File: src/rtl/pair_select_fsm.sv
// ---------------------------------------------------------------------------
// pair_select_fsm
//   Turn controller for the 16-card memory game. It records the two cards a
//   player picks, compares their symbols, then either locks the pair as
//   matched or holds it face-up for SHOW_CYCLES clocks with `par` high. The
//   falling edge of `par` tells the downstream clearing stage to hide the
//   cards indexed by selected1/selected2, which are still valid on that edge.
//
// Ports
//   clk          system clock, rising edge
//   rst_n        asynchronous active-low reset
//   sel_valid    one-cycle pulse: player selected card sel_idx
//   sel_idx      index 0..15 of the selected card
//   board        card symbols, card i at [i*SYM_W +: SYM_W]
//   selected1    first card of current turn, 8'hFF = none
//   selected2    second card of current turn, 8'hFF = none
//   par          high while a mismatched pair is displayed
//   revealed     card i face-up and not yet matched
//   matched      card i permanently matched
//   pairs_found  matched pairs, 0..8
//   attempts     completed turns, saturating at 255
//   game_done    all pairs matched
// ---------------------------------------------------------------------------
module pair_select_fsm #(
  parameter int N_CARDS     = 16,
  parameter int SYM_W       = 4,
  parameter int SHOW_CYCLES = 50000000
) (
  input  logic                     clk,
  input  logic                     rst_n,
  input  logic                     sel_valid,
  input  logic [3:0]               sel_idx,
  input  logic [N_CARDS*SYM_W-1:0] board,
  output logic [7:0]               selected1,
  output logic [7:0]               selected2,
  output logic                     par,
  output logic [N_CARDS-1:0]       revealed,
  output logic [N_CARDS-1:0]       matched,
  output logic [3:0]               pairs_found,
  output logic [7:0]               attempts,
  output logic                     game_done
);

  localparam int              TMR_W     = $clog2(SHOW_CYCLES);
  localparam logic [TMR_W-1:0] TMR_LOAD = TMR_W'(SHOW_CYCLES - 1);
  localparam logic [7:0]      NONE      = 8'hFF;
  localparam logic [3:0]      ALL_PAIRS = 4'(N_CARDS / 2);

  typedef enum logic [2:0] {IDLE, ONE, CMP, SHOW, DONE} state_t;

  state_t               state, state_n;
  logic [TMR_W-1:0]     timer, timer_n;
  logic [7:0]           sel1_n, sel2_n;
  logic                 par_n;
  logic [N_CARDS-1:0]   revealed_n, matched_n;
  logic [3:0]           pairs_n;
  logic [7:0]           attempts_n;
  logic                 done_n;

  logic [SYM_W-1:0]     sym [N_CARDS];
  logic [3:0]           idx1, idx2;
  logic                 legal;
  logic                 sym_eq;

  function automatic logic [7:0] sat_inc8(input logic [7:0] v);
    return (v == 8'hFF) ? v : v + 8'd1;
  endfunction

  always_comb begin
    for (int i = 0; i < N_CARDS; i++) sym[i] = board[i*SYM_W +: SYM_W];
  end

  assign idx1   = selected1[3:0];
  assign idx2   = selected2[3:0];
  assign sym_eq = (sym[idx1] == sym[idx2]);
  // A card already face-up or matched cannot be picked; this also rejects
  // re-selecting the first card of the turn.
  assign legal  = sel_valid && !matched[sel_idx] && !revealed[sel_idx];

  always_comb begin
    state_n    = state;
    timer_n    = timer;
    sel1_n     = selected1;
    sel2_n     = selected2;
    par_n      = par;
    revealed_n = revealed;
    matched_n  = matched;
    pairs_n    = pairs_found;
    attempts_n = attempts;
    done_n     = game_done;

    case (state)
      IDLE: begin
        // Indices from a finished SHOW linger one cycle, then fall to none.
        sel2_n = NONE;
        if (legal) begin
          sel1_n              = {4'd0, sel_idx};
          revealed_n[sel_idx] = 1'b1;
          state_n             = ONE;
        end else begin
          sel1_n = NONE;
        end
      end
      ONE: begin
        if (legal) begin
          sel2_n              = {4'd0, sel_idx};
          revealed_n[sel_idx] = 1'b1;
          state_n             = CMP;
        end
      end
      CMP: begin
        attempts_n = sat_inc8(attempts);
        if (sym_eq) begin
          matched_n[idx1]  = 1'b1;
          matched_n[idx2]  = 1'b1;
          revealed_n[idx1] = 1'b0;
          revealed_n[idx2] = 1'b0;
          pairs_n          = pairs_found + 4'd1;
          sel1_n           = NONE;
          sel2_n           = NONE;
          if (pairs_n == ALL_PAIRS) begin
            done_n  = 1'b1;
            state_n = DONE;
          end else begin
            state_n = IDLE;
          end
        end else begin
          par_n   = 1'b1;
          timer_n = TMR_LOAD;
          state_n = SHOW;
        end
      end
      SHOW: begin
        if (timer == '0) begin
          par_n            = 1'b0;
          revealed_n[idx1] = 1'b0;
          revealed_n[idx2] = 1'b0;
          state_n          = IDLE;
        end else begin
          timer_n = timer - 1'b1;
        end
      end
      DONE: begin
        state_n = DONE;
      end
      default: state_n = IDLE;
    endcase
  end

  // ---- state / output register stage ----
  always_ff @(posedge clk or negedge rst_n) begin
    if (!rst_n) begin
      state       <= IDLE;
      timer       <= '0;
      selected1   <= NONE;
      selected2   <= NONE;
      par         <= 1'b0;
      revealed    <= '0;
      matched     <= '0;
      pairs_found <= 4'd0;
      attempts    <= 8'd0;
      game_done   <= 1'b0;
    end else begin
      state       <= state_n;
      timer       <= timer_n;
      selected1   <= sel1_n;
      selected2   <= sel2_n;
      par         <= par_n;
      revealed    <= revealed_n;
      matched     <= matched_n;
      pairs_found <= pairs_n;
      attempts    <= attempts_n;
      game_done   <= done_n;
    end
  end

endmodule

File: config.mk
export PLATFORM = sky130hd
export DESIGN_NAME = pair_select_fsm
export DESIGN_NICKNAME = d
export VERILOG_FILES = /design/src/rtl/pair_select_fsm.sv
export SDC_FILE = /design/constraint.sdc
export NUM_CORES = 1
export LEC_CHECK = 0
export BUFFER_PORTS_ARGS = -buffer_cell sky130_fd_sc_hd__clkbuf_2
export CAP_MARGIN = 15
export CORE_UTILIZATION = 58
export DETAILED_ROUTE_END_ITERATION = 7
export GPL_TIMING_DRIVEN = 0
export HOLD_SLACK_MARGIN = 0.03
export MAX_ROUTING_LAYER = met4
export PLACE_DENSITY = 0.86
export SETUP_SLACK_MARGIN = 0.2
export SLEW_MARGIN = 20
export SYNTH_ARGS = -nofsm -noshare
export SYNTH_HDL_FRONTEND = slang
export SYNTH_SLANG_ARGS = --single-unit
File: constraint.sdc
create_clock -name clk -period 4.4 [get_ports clk]
set_input_delay 0 -clock clk [delete_from_list [all_inputs] [get_ports clk]]
set_output_delay 0 -clock clk [all_outputs]
set_load 0.005 [all_outputs]
[After elaboration in Yosys (flattened, before gate mapping)]
Index checks and enable logic that the tools add are counted.
Word-level totals
  bits in registers: 91
  input port bits: 71
  output and inout port bits: 62
  word-level logic and storage cells: 105
Operators by class
  add/subtract/negate cells: 3
  $lt $le $gt $ge: 8
  equal/unequal tests: 14
  multiplexer cells: 37
  bitwise gates (word level): 10
  reduce and logical (&&, ||, !) cells: 23
Operator list (count)
  2-to-1 mux 26 bit: 2
  one-hot mux 26 bit (2 select lines): 1
  2-to-1 mux 16 bit: 3
  OR 16 bit: 3
  one-hot mux 16 bit (3 select lines): 1
  AND 16 bit: 2
  binary-select mux 4 bit (select 4 bit): 2
  NOT 16 bit: 2
  logical NOT 26 bit: 1
  subtractor 26 x 1 -> 26 bit (second input constant): 1
  2-to-1 mux 8 bit: 3
  one-hot mux 8 bit (3 select lines): 1
  2-to-1 mux 4 bit: 4
  one-hot mux 8 bit (2 select lines): 1
  < comparator 4 x 5 -> 1 bit (second input constant): 3
  2-to-1 mux 3 bit: 5
  one-hot mux 3 bit (5 select lines): 1
  AND reduction 3 bit: 5
  demux 1 bit (select 4 bit): 3
  greater-or-equal comparator 4 x 1 -> 1 bit (second input constant): 3
  != test 2 bit (second input constant): 6
  greater-or-equal comparator 5 bit (second input constant): 2
  NOT 4 -> 5 bit: 2
  adder 8 x 1 -> 8 bit (second input constant): 1
  20 further kinds: 37

[Longest topological paths before layout]
Gate-level depths: netlist (run 1).
  depth in word-level cells: 9
  gate-level depth with buffers: 11
  mapped depth without buffers: 8

[Least setup slack after synthesis (run 1)]
No wires, ideal clock.
  kind: register to register
  start: reg selected2[0]
  end: reg pairs_found[1]
  arrival time: 2.769 ns
  slack: 1.503 ns
  stages on the path, launching flop included: 10
  clock period less this slack: 2.897 ns
  cell sequence: dfstp_2 -> buf_2 -> buf_2 -> mux4_2 -> a22oi_1 -> nand3_1 -> xnor2_1 -> nand4_1 -> nor3_4 -> mux2_1
Between the ends
  cells in the longest elaborated chain, start to end: 6
Ends and longest elaborated chain
  start: declaration: RTL line 35  | output logic [7:0] selected2,
  start signal: assignment: RTL line 167  | selected2 <= sel2_n;
  NOT 4 -> 5 bit (implied by the code): RTL line 75  | assign sym_eq = (sym[idx1] == sym[idx2]);
  binary-select mux 4 bit (select 4 bit): RTL line 75
  2-to-1 mux 4 bit (implied by the code) (2 in series): RTL line 75
  == test 4 bit: RTL line 75
  AND reduction 2 bit (no source line)
  end signal: assignment: RTL line 171  | pairs_found <= pairs_n;
  end: declaration: RTL line 39  | output logic [3:0] pairs_found,
Every way passes these cells. The select of a mux whose other input is x is not followed.
A chain may end at the register's enable or synchronous reset.

[Worst setup path in the final report (run 1)]
  start: reg selected2[1]
  end: reg matched[6]
Between the ends
  cells in the longest elaborated chain, start to end: 6
Ends and longest elaborated chain
  NOT 4 -> 5 bit (implied by the code): RTL line 75
  binary-select mux 4 bit (select 4 bit): RTL line 75
  2-to-1 mux 4 bit (implied by the code) (2 in series): RTL line 75
  == test 4 bit: RTL line 75
  AND reduction 2 bit (no source line)
  end signal: assignment: RTL line 170  | matched <= matched_n;
  end: declaration: RTL line 38  | output logic [N_CARDS-1:0] matched,
Parallel ways exist; a longest one is shown, timed or not. The select of a mux whose other input is x is not followed.

==> impl_metrics.sql, run 1 <==
INSERT INTO impl_metrics (metric_group, metric, value, unit) VALUES
('timing', 'setup_viol', '0', ''),
('synth', 'synth_largest_area_cell', 'sky130_fd_sc_hd__dfrtp_1', ''),
('finish', 'layout-area-overhead-vs-synth', '19.88', '%'),
('detailed_routing', 'detailroute.via_count', '4918', ''),
('timing', 'tns', '0', 'ns'),
('synth', 'synth_adder_area_share', '0.009522', ''),
('synth', 'combinational_family_with_the_most_area_after_synthesis', 'compound AO/OA/AOI/OAI gates', ''),
('detailed_routing', 'routed_wl', '14550', 'um'),
('power', 'ir_worst_vdd', '0.3589', 'mV'),
('detailed_routing', 'drc_errors', '0', ''),
('timing', 'timing.final.crit_period', '3.583', 'ns'),
('synth', 'mappedNetlistNets', '576', ''),
('synth', 'synth_xor_xnor_area_share', '0.05665', ''),
('critical_path', 'timing.critical_path.arrival', '3.89', 'ns'),
('grt', 'vias_in_the_first_global_route', '4896', ''),
('finish', 'drive_above_1_share', '0.3492', ''),
('floorplan', 'placeableCoreArea', '8763', 'sq um'),
('floorplan', 'fp.dieH', '97.20', 'um'),
('detailed_routing', 'antenna_left', '0', ''),
('placement', 'dpl.hpwl', '11100', 'um'),
('synth', 'synth_simple_gate_area_share', '0.1616', ''),
('clock_network', 'clockRootBuffer', 'sky130_fd_sc_hd__clkbuf_8', ''),
('power', 'leakage', '2.795', 'nW'),
('synth', 'synth_top_area_frac', '0.3571', ''),
('synth', 'mappedNetlistArea', '5256', 'sq um'),
('critical_path', 'critPathSlowestCell', 'sky130_fd_sc_hd__dfstp_2', ''),
('power', 'cellPowerDensity', '627.5', 'nW/um^2'),
('finish', 'layout.nets', '720', ''),
('detailed_routing', 'avgRoutedWirePerCell', '19.20', 'um'),
('power', 'seq_power_share', '0.315', ''),
('clock_network', 'clock-sinks', '85', ''),
('power', 'power.combinational.fraction', '0.528', ''),
('floorplan', 'initial_core_util', '0.5998', ''),
('synth', 'portion_of_netlist_area_occupied_by_mux_cells', '0.1500', ''),
('job', 'drv_cap', '0', ''),
('synth', 'synth_sequential_area_ratio', '0.4070', ''),
('power', 'p_sw_frac', '0.4230', ''),
('hold_path', 'worst_hold_path_type', 'in -> reg', ''),
('floorplan', 'ioPinCount', '133', ''),
('synth', 'post_synth.cell_area_avg', '10.49', 'sq um'),
('grt', 'grt_start_max_net_pins', '44', ''),
('critical_path', 'critical_path.cell_chain', 'clkbuf_1, clkbuf_1, mux4_2, a22oi_1, nand3_1, xnor2_1, nand4_1, nor3_4, buf_2, a21o_1', ''),
('finish', 'antenna-diode-count', '0', ''),
('critical_path', 'critical-path-top-cell-by-count', 'sky130_fd_sc_hd__clkbuf_1', ''),
('timing', 'final-hold-violation-count', '0', ''),
('timing', 'timing_worst_slew_pin_value', '0.7810', 'ns'),
('floorplan', 'fp.dieW', '97.20', 'um'),
('detailed_routing', 'drt_iter0_drc', '427', ''),
('clock_network', 'cts.reportedPaths.clkPinSlew', '0.09', 'ns'),
('power', 'pwr-share-clk', '0.157', ''),
('clock_network', 'clk_latency', '0.37', 'ns'),
('floorplan', 'floorplan.die_area', '9447', 'sq um'),
('grt', 'antenna_found_initial', '0', ''),
('detailed_routing', 'route.detailed.vias_per_inst', '6.488', ''),
('grt', 'globalRouteMet2Util', '0.5406', ''),
('power', 'netSwitchingPower', '1.673', 'mW'),
('synth', 'synth_area_leaders', 'sky130_fd_sc_hd__dfrtp_1 36%, sky130_fd_sc_hd__mux4_2 15%, sky130_fd_sc_hd__dfstp_2 5.0%', ''),
('critical_path', 'criticalPathCategory', 'reg -> reg', ''),
('clock_network', 'cts_tree', 'built', ''),
('placement', 'place_congestion', '0.9491', ''),
('timing', 'slew_headroom', '0.4659', ''),
('clock_network', 'post-cts-setup-buffer-count', '0', ''),
('grt', 'top_usage_layer', 'met2', ''),
('synth', 'synth_top_cells_by_count', '75 x sky130_fd_sc_hd__dfrtp_1, 39 x sky130_fd_sc_hd__nand2_1, 38 x sky130_fd_sc_hd__nor2_1, 34 x sky130_fd_sc_hd__mux4_2', ''),
('critical_path', 'worstPathRequired', '4.71', 'ns'),
('placement', 'count_of_input_and_output_buffers', '131', ''),
('clock_network', 'cts-htree-levels', '3', ''),
('critical_path', 'timing.critical_path.fanout_max', '10', ''),
('timing', 'min_period_over_period', '0.8142', ''),
('status', 'outcome', 'completed', ''),
('timing', 'max_freq', '279.1', 'MHz');
-- routing by layer --
layer | up-vias | part of all wire | routed length (um)
met2 | 297 | 0.52 | 7547
met1 | 2381 | 0.38 | 5502
li1 | 2175 | - | -
met3 | 65 | 0.070 | 1015
met4 | 0 | 0.033 | 484
met5 | - | 0 | 0
-- worst max-delay path, delay by kind of cell (launching register included) --
family          cells  cell delay [ns]
compound gates      2             0.36
xor+xnor            1             0.21
mux                 1             0.42
buf+inv             3             1.14
flops               1             0.54
simple gates        3             0.85
-- layout make-up --
type                            count  area [sq um]  area share
Buffer                             40         197.7     0.03137
Clock buffer                        9         123.9     0.01966
Clock inverter                      7         97.59     0.01549
Inverter                           18         67.56     0.01072
Multi-Input combinational cell    358          2851      0.4525
Sequential cell                    85          2140      0.3396
Tap cell                          108         135.1     0.02145
Timing Repair Buffer              133         688.2      0.1092
-- power groups by stage --
stage | logic (mW) | registers (mW) | clock network, mW
finish | 2.09 | 1.25 | 0.621
global route | 2.24 | 1.27 | 0.664
CTS | 2.06 | 1.24 | 0.623
detailed placement | 2.05 | 1.25 | 0
global placement | 1.98 | 1.24 | 0
floorplan | 1.41 | 1.22 | 0
-- state kept, by name, summed over array words and instances, names as in the netlist --
register / cells
state: 3
selected1: 5
game_done: 1
attempts: 8
selected2: 5
matched: 16
pairs_found: 4
timer: 26
revealed: 16
par: 1
-- kinds of logic after synthesis --
kind of cell / after synthesis
mux: 36
simple gates: 166
flops: 85
compound gates: 118
fa+ha+maj: 4
buf+inv: 58
xor+xnor: 34
-- placed cells by master (no fill, tap or decap), types with 10 or more instances in the layout --
cell / instances
sky130_fd_sc_hd__clkbuf_1: 16
sky130_fd_sc_hd__nor3_1: 13
sky130_fd_sc_hd__a31oi_1: 17
sky130_fd_sc_hd__nand2_1: 39
sky130_fd_sc_hd__nor2_1: 38
sky130_fd_sc_hd__xnor2_1: 26
sky130_fd_sc_hd__inv_1: 17
sky130_fd_sc_hd__a22oi_1: 14
sky130_fd_sc_hd__buf_2: 14
sky130_fd_sc_hd__a21o_1: 11
sky130_fd_sc_hd__clkbuf_2: 130
sky130_fd_sc_hd__dfstp_2: 10
sky130_fd_sc_hd__dfrtp_1: 75
sky130_fd_sc_hd__nand3_1: 26
sky130_fd_sc_hd__mux4_2: 34
-- path summary, 6_finish.rpt --
kind	startpoint	end	slack [ns]	depth (start not counted)
worst min-delay path	sel_idx[0]	revealed[9]	0.07	3
min in group asynchronous	rst_n	state[2]	0.20	2
worst min register to register	matched[4]	matched[4]	0.49	1
worst max register to register	selected2[1]	matched[6]	0.82	10
max in group asynchronous	rst_n	revealed[5]	3.57	3
worst max-delay path	selected2[1]	matched[6]	0.82	10
-- timing repair --
item                       in CTS  in global routing
gates resized for setup         0                  0
hold endpoints to repair       32                  0
hold buffers                    1                  0
setup endpoints to repair       0                  0
-- stage by stage --
stage	cells	setup slack, ns	area (sq um)	hold slack [ns]	power (mW)
after global placement	740	0.9664	6047	0.4178	3.228
after CTS	758	0.8928	6301	0.05173	3.920
after detailed placement	741	0.9063	6070	0.06761	3.303
after global routing	758	0.6709	6301	0.07082	4.178
after floorplan	501	1.503	5256	-0.2956	2.623
final	758	0.8173	6301	0.06651	3.954
(Power assumes the default switching activity.)
==> inputs of run 2 (changes only) <==
--- a/config.mk
+++ b/config.mk
@@ -7,12 +7,12 @@
 export LEC_CHECK = 0
 export BUFFER_PORTS_ARGS = -buffer_cell sky130_fd_sc_hd__clkbuf_2
 export CAP_MARGIN = 15
-export CORE_UTILIZATION = 58
+export CORE_UTILIZATION = 54
 export DETAILED_ROUTE_END_ITERATION = 7
 export GPL_TIMING_DRIVEN = 0
 export HOLD_SLACK_MARGIN = 0.03
 export MAX_ROUTING_LAYER = met4
-export PLACE_DENSITY = 0.86
+export PLACE_DENSITY = 0.81
 export SETUP_SLACK_MARGIN = 0.2
 export SLEW_MARGIN = 20
 export SYNTH_ARGS = -nofsm -noshare
==> constraint.sdc (replaced) <==
create_clock -name clk -period 3.51 [get_ports clk]
set_input_delay 0 -clock clk [delete_from_list [all_inputs] [get_ports clk]]
set_output_delay 0 -clock clk [all_outputs]
set_load 0.005 [all_outputs]
==> run 2 against run 1 <==
Compared with the run above:
- worst setup slack lost 0.48 ns
- via count grew 0.51%
- clock skew grew 0.0058 ns
- routed wire length grew 1.8%
- final area grew 0.38%
- non-clock buffer count grew 2
- critical path depth grew 1
- sequential cell count is the same
- utilization shrank 4.1 points
==> impl_metrics.sql, run 2 (synthesized netlist as in run 1, its figures left out) <==
INSERT INTO impl_metrics (metric_group, metric, value, unit) VALUES
('status', 'outcome', 'completed', ''),
('critical_path', 'crit_path_end_kind', 'flip-flop', ''),
('detailed_routing', 'antenna_left', '0', ''),
('clock_network', 'clk_latency', '0.37', 'ns'),
('detailed_routing', 'avgRoutedWirePerCell', '18.97', 'um'),
('grt', 'vias_in_the_first_global_route', '4908', ''),
('grt', 'grt_start_max_net_pins', '55', ''),
('placement', 'dpl.hpwl', '11060', 'um'),
('finish', 'commonest_non_fill_non_tap_cells_in_the_layout', '130 x sky130_fd_sc_hd__clkbuf_2, 75 x sky130_fd_sc_hd__dfrtp_1, 39 x sky130_fd_sc_hd__nand2_1', ''),
('critical_path', 'worstPathRequired', '3.74', 'ns'),
('finish', 'regMostFlops', 'timer', ''),
('timing', 'grt_setup_unrepaired', 'false', ''),
('critical_path', 'timing.critical_path.arrival', '3.40', 'ns'),
('grt', 'grt.overflow.total', '0', ''),
('power', 'ir_worst_vdd', '0.4087', 'mV'),
('floorplan', 'ioPinCount', '133', ''),
('clock_network', 'cts-htree-levels', '3', ''),
('critical_path', 'critical_r2r_capture', 'timer[6]', ''),
('finish', 'design_area', '6325', 'sq um'),
('detailed_routing', 'routed_wl', '14810', 'um'),
('hold_path', 'hold-path-endpoint', 'revealed[9]', ''),
('timing', 'fin_worst_skew', '0.01600', 'ns'),
('placement', 'pre_cts_slack', '0.03716', 'ns'),
('detailed_routing', 'drt_iter0_drc', '417', ''),
('placement', 'count_of_input_and_output_buffers', '131', ''),
('finish', 'drive_above_1_share', '0.3528', ''),
('power', 'power.total', '4.857', 'mW'),
('placement', 'placedInstanceArea', '6103', 'sq um'),
('timing', 'max_freq', '315.2', 'MHz'),
('floorplan', 'fp.dieW', '100.7', 'um'),
('timing', 'slew_headroom', '0.5378', ''),
('critical_path', 'cp-start-kind', 'flip-flop', ''),
('clock_network', 'clock-sinks', '85', ''),
('detailed_routing', 'drc_errors', '0', ''),
('floorplan', 'floorplan.die_area', '10130', 'sq um'),
('finish', 'layout-area-overhead-vs-synth', '20.33', '%'),
('finish', 'layout.cells.most_common', 'sky130_fd_sc_hd__clkbuf_2', ''),
('timing', 'min_period_over_period', '0.9039', ''),
('critical_path', 'timing.critical_path.fanout_max', '10', ''),
('floorplan', 'placeableCoreArea', '9328', 'sq um'),
('timing', 'final-hold-violation-count', '0', ''),
('finish', 'antenna-diode-count', '0', ''),
('finish', 'registers_with_the_most_flip_flops', 'timer: 26 flops, matched: 16 flops, revealed: 16 flops', ''),
('finish', 'layout.nets', '722', ''),
('detailed_routing', 'drtPass1Iterations', '5', ''),
('power', 'leakage', '2.793', 'nW'),
('grt', 'groute.usage.overall', '0.3208', ''),
('grt', 'first_pass_grt_wire_length', '23980', 'um'),
('timing', 'postLayoutSetupSlackWorst', '0.3372', 'ns'),
('clock_network', 'cts_tree', 'built', ''),
('clock_network', 'ctsLongestPathBuffers', '2', ''),
('timing', 'setup_viol', '0', ''),
('job', 'drv_cap', '0', ''),
('floorplan', 'fp.dieH', '100.7', 'um'),
('critical_path', 'r2r_slack', '0.34', 'ns'),
('placement', 'place_congestion', '0.9307', ''),
('floorplan', 'fp-row-count', '35', ''),
('power', 'cellPowerDensity', '767.9', 'nW/um^2'),
('timing', 'timing.final.crit_period', '3.173', 'ns'),
('finish', 'max_reg_flops', '26', ''),
('finish', 'final_cells', '781', ''),
('hold_path', 'worst_hold_path_type', 'in -> reg', ''),
('grt', 'antenna_found_initial', '0', ''),
('placement', 'post-place-cells', '762', ''),
('timing', 'tns', '0', 'ns'),
('clock_network', 'clockRootBuffer', 'sky130_fd_sc_hd__clkbuf_8', ''),
('timing', 'timing_worst_slew_pin_value', '0.6759', 'ns'),
('hold_path', 'launch_point_of_the_worst_hold_path', 'sel_idx[0]', ''),
('detailed_routing', 'detailroute.via_count', '4943', ''),
('clock_network', 'numCtsBuffers', '9', ''),
('hold_path', 'whs_path_depth', '3', ''),
('critical_path', 'criticalPathCategory', 'reg -> reg', ''),
('clock_network', 'cts.reportedPaths.clkPinSlew', '0.09', 'ns'),
('finish', 'fillerInstances', '730', ''),
('critical_path', 'worst_r2r_path_depth', '11', ''),
('floorplan', 'initial_core_util', '0.5635', ''),
('detailed_routing', 'route.detailed.vias_per_inst', '6.329', ''),
('timing', 'maxSlewViolCount', '0', ''),
('critical_path', 'crit-reg2reg-launch', 'selected1[0]', '');
==> run 2: power by group <==
part	total [mW]	switching, mW	internal (mW)
logic	2.67	1.46	1.21
registers	1.56	0.273	1.28
clock network	0.628	0.352	0.276
total	4.86	2.09	2.77
==> run 2: worst max-delay path by stage <==
stage	start	to	slack [ns]	cells past startpoint
after CTS	selected2[0]	timer[6]	0.27	11
final	selected1[0]	timer[6]	0.34	11
after global routing	selected2[0]	matched[6]	0.21	11
after global placement	selected2[1]	matched[14]	0.1	10
after floorplan	selected2[0]	pairs_found[1]	0.61	9
after detailed placement	selected2[1]	matched[6]	0.04	10
==> run 2: repair_timing <==
action                                 in CTS  in global routing
pin swaps                                   1                  1
resized for setup                           4                  5
endpoints found under the hold margin      74                  0
setup endpoints to repair                  33                 36
setup buffers                               1                  1
hold buffers                                1                  0
==> run 2: layout make-up <==
cell class / instances / area, sq um / share of cell area
Sequential cell: 85 / 2140 / 0.3383
Clock inverter: 5 / 36.28 / 0.005737
Multi-Input combinational cell: 358 / 2851 / 0.4508
Timing Repair Buffer: 135 / 710.7 / 0.1124
Clock buffer: 11 / 141.4 / 0.02235
Inverter: 18 / 67.56 / 0.01068
Buffer: 40 / 216.5 / 0.03422
Tap cell: 129 / 161.4 / 0.02552
==> run 2: critical path, cell delays in order (launching register included) <==
cell and delay [ns]:
sky130_fd_sc_hd__dfstp_2 0.55, sky130_fd_sc_hd__buf_2 0.19, sky130_fd_sc_hd__buf_4 0.27, sky130_fd_sc_hd__mux4_2 0.54, sky130_fd_sc_hd__a22oi_1 0.18, sky130_fd_sc_hd__nand3_1 0.12, sky130_fd_sc_hd__xnor2_1 0.22, sky130_fd_sc_hd__nand4_1 0.21
sky130_fd_sc_hd__buf_2 0.25, sky130_fd_sc_hd__nand2_1 0.12, sky130_fd_sc_hd__buf_2 0.26, sky130_fd_sc_hd__o211ai_1 0.13
==> run 2: routing by layer <==
metal | GRT usage | vias up | wire (um)
met5 | - | - | 0
met4 | 0.1304 | 0 | 446
met3 | 0.05617 | 53 | 1224
met2 | 0.5058 | 303 | 7162
met1 | 0.4142 | 2416 | 5979
li1 | - | 2171 | -
==> run 2: stage by stage <==
step	utilization	hold WS, ns
finish	0.6781	0.04422
global route	0.6781	0.04318
CTS	0.6761	0.03455
detailed placement	0.6543	0.006339
global placement	0.6511	0.4176
floorplan	-	-0.2956
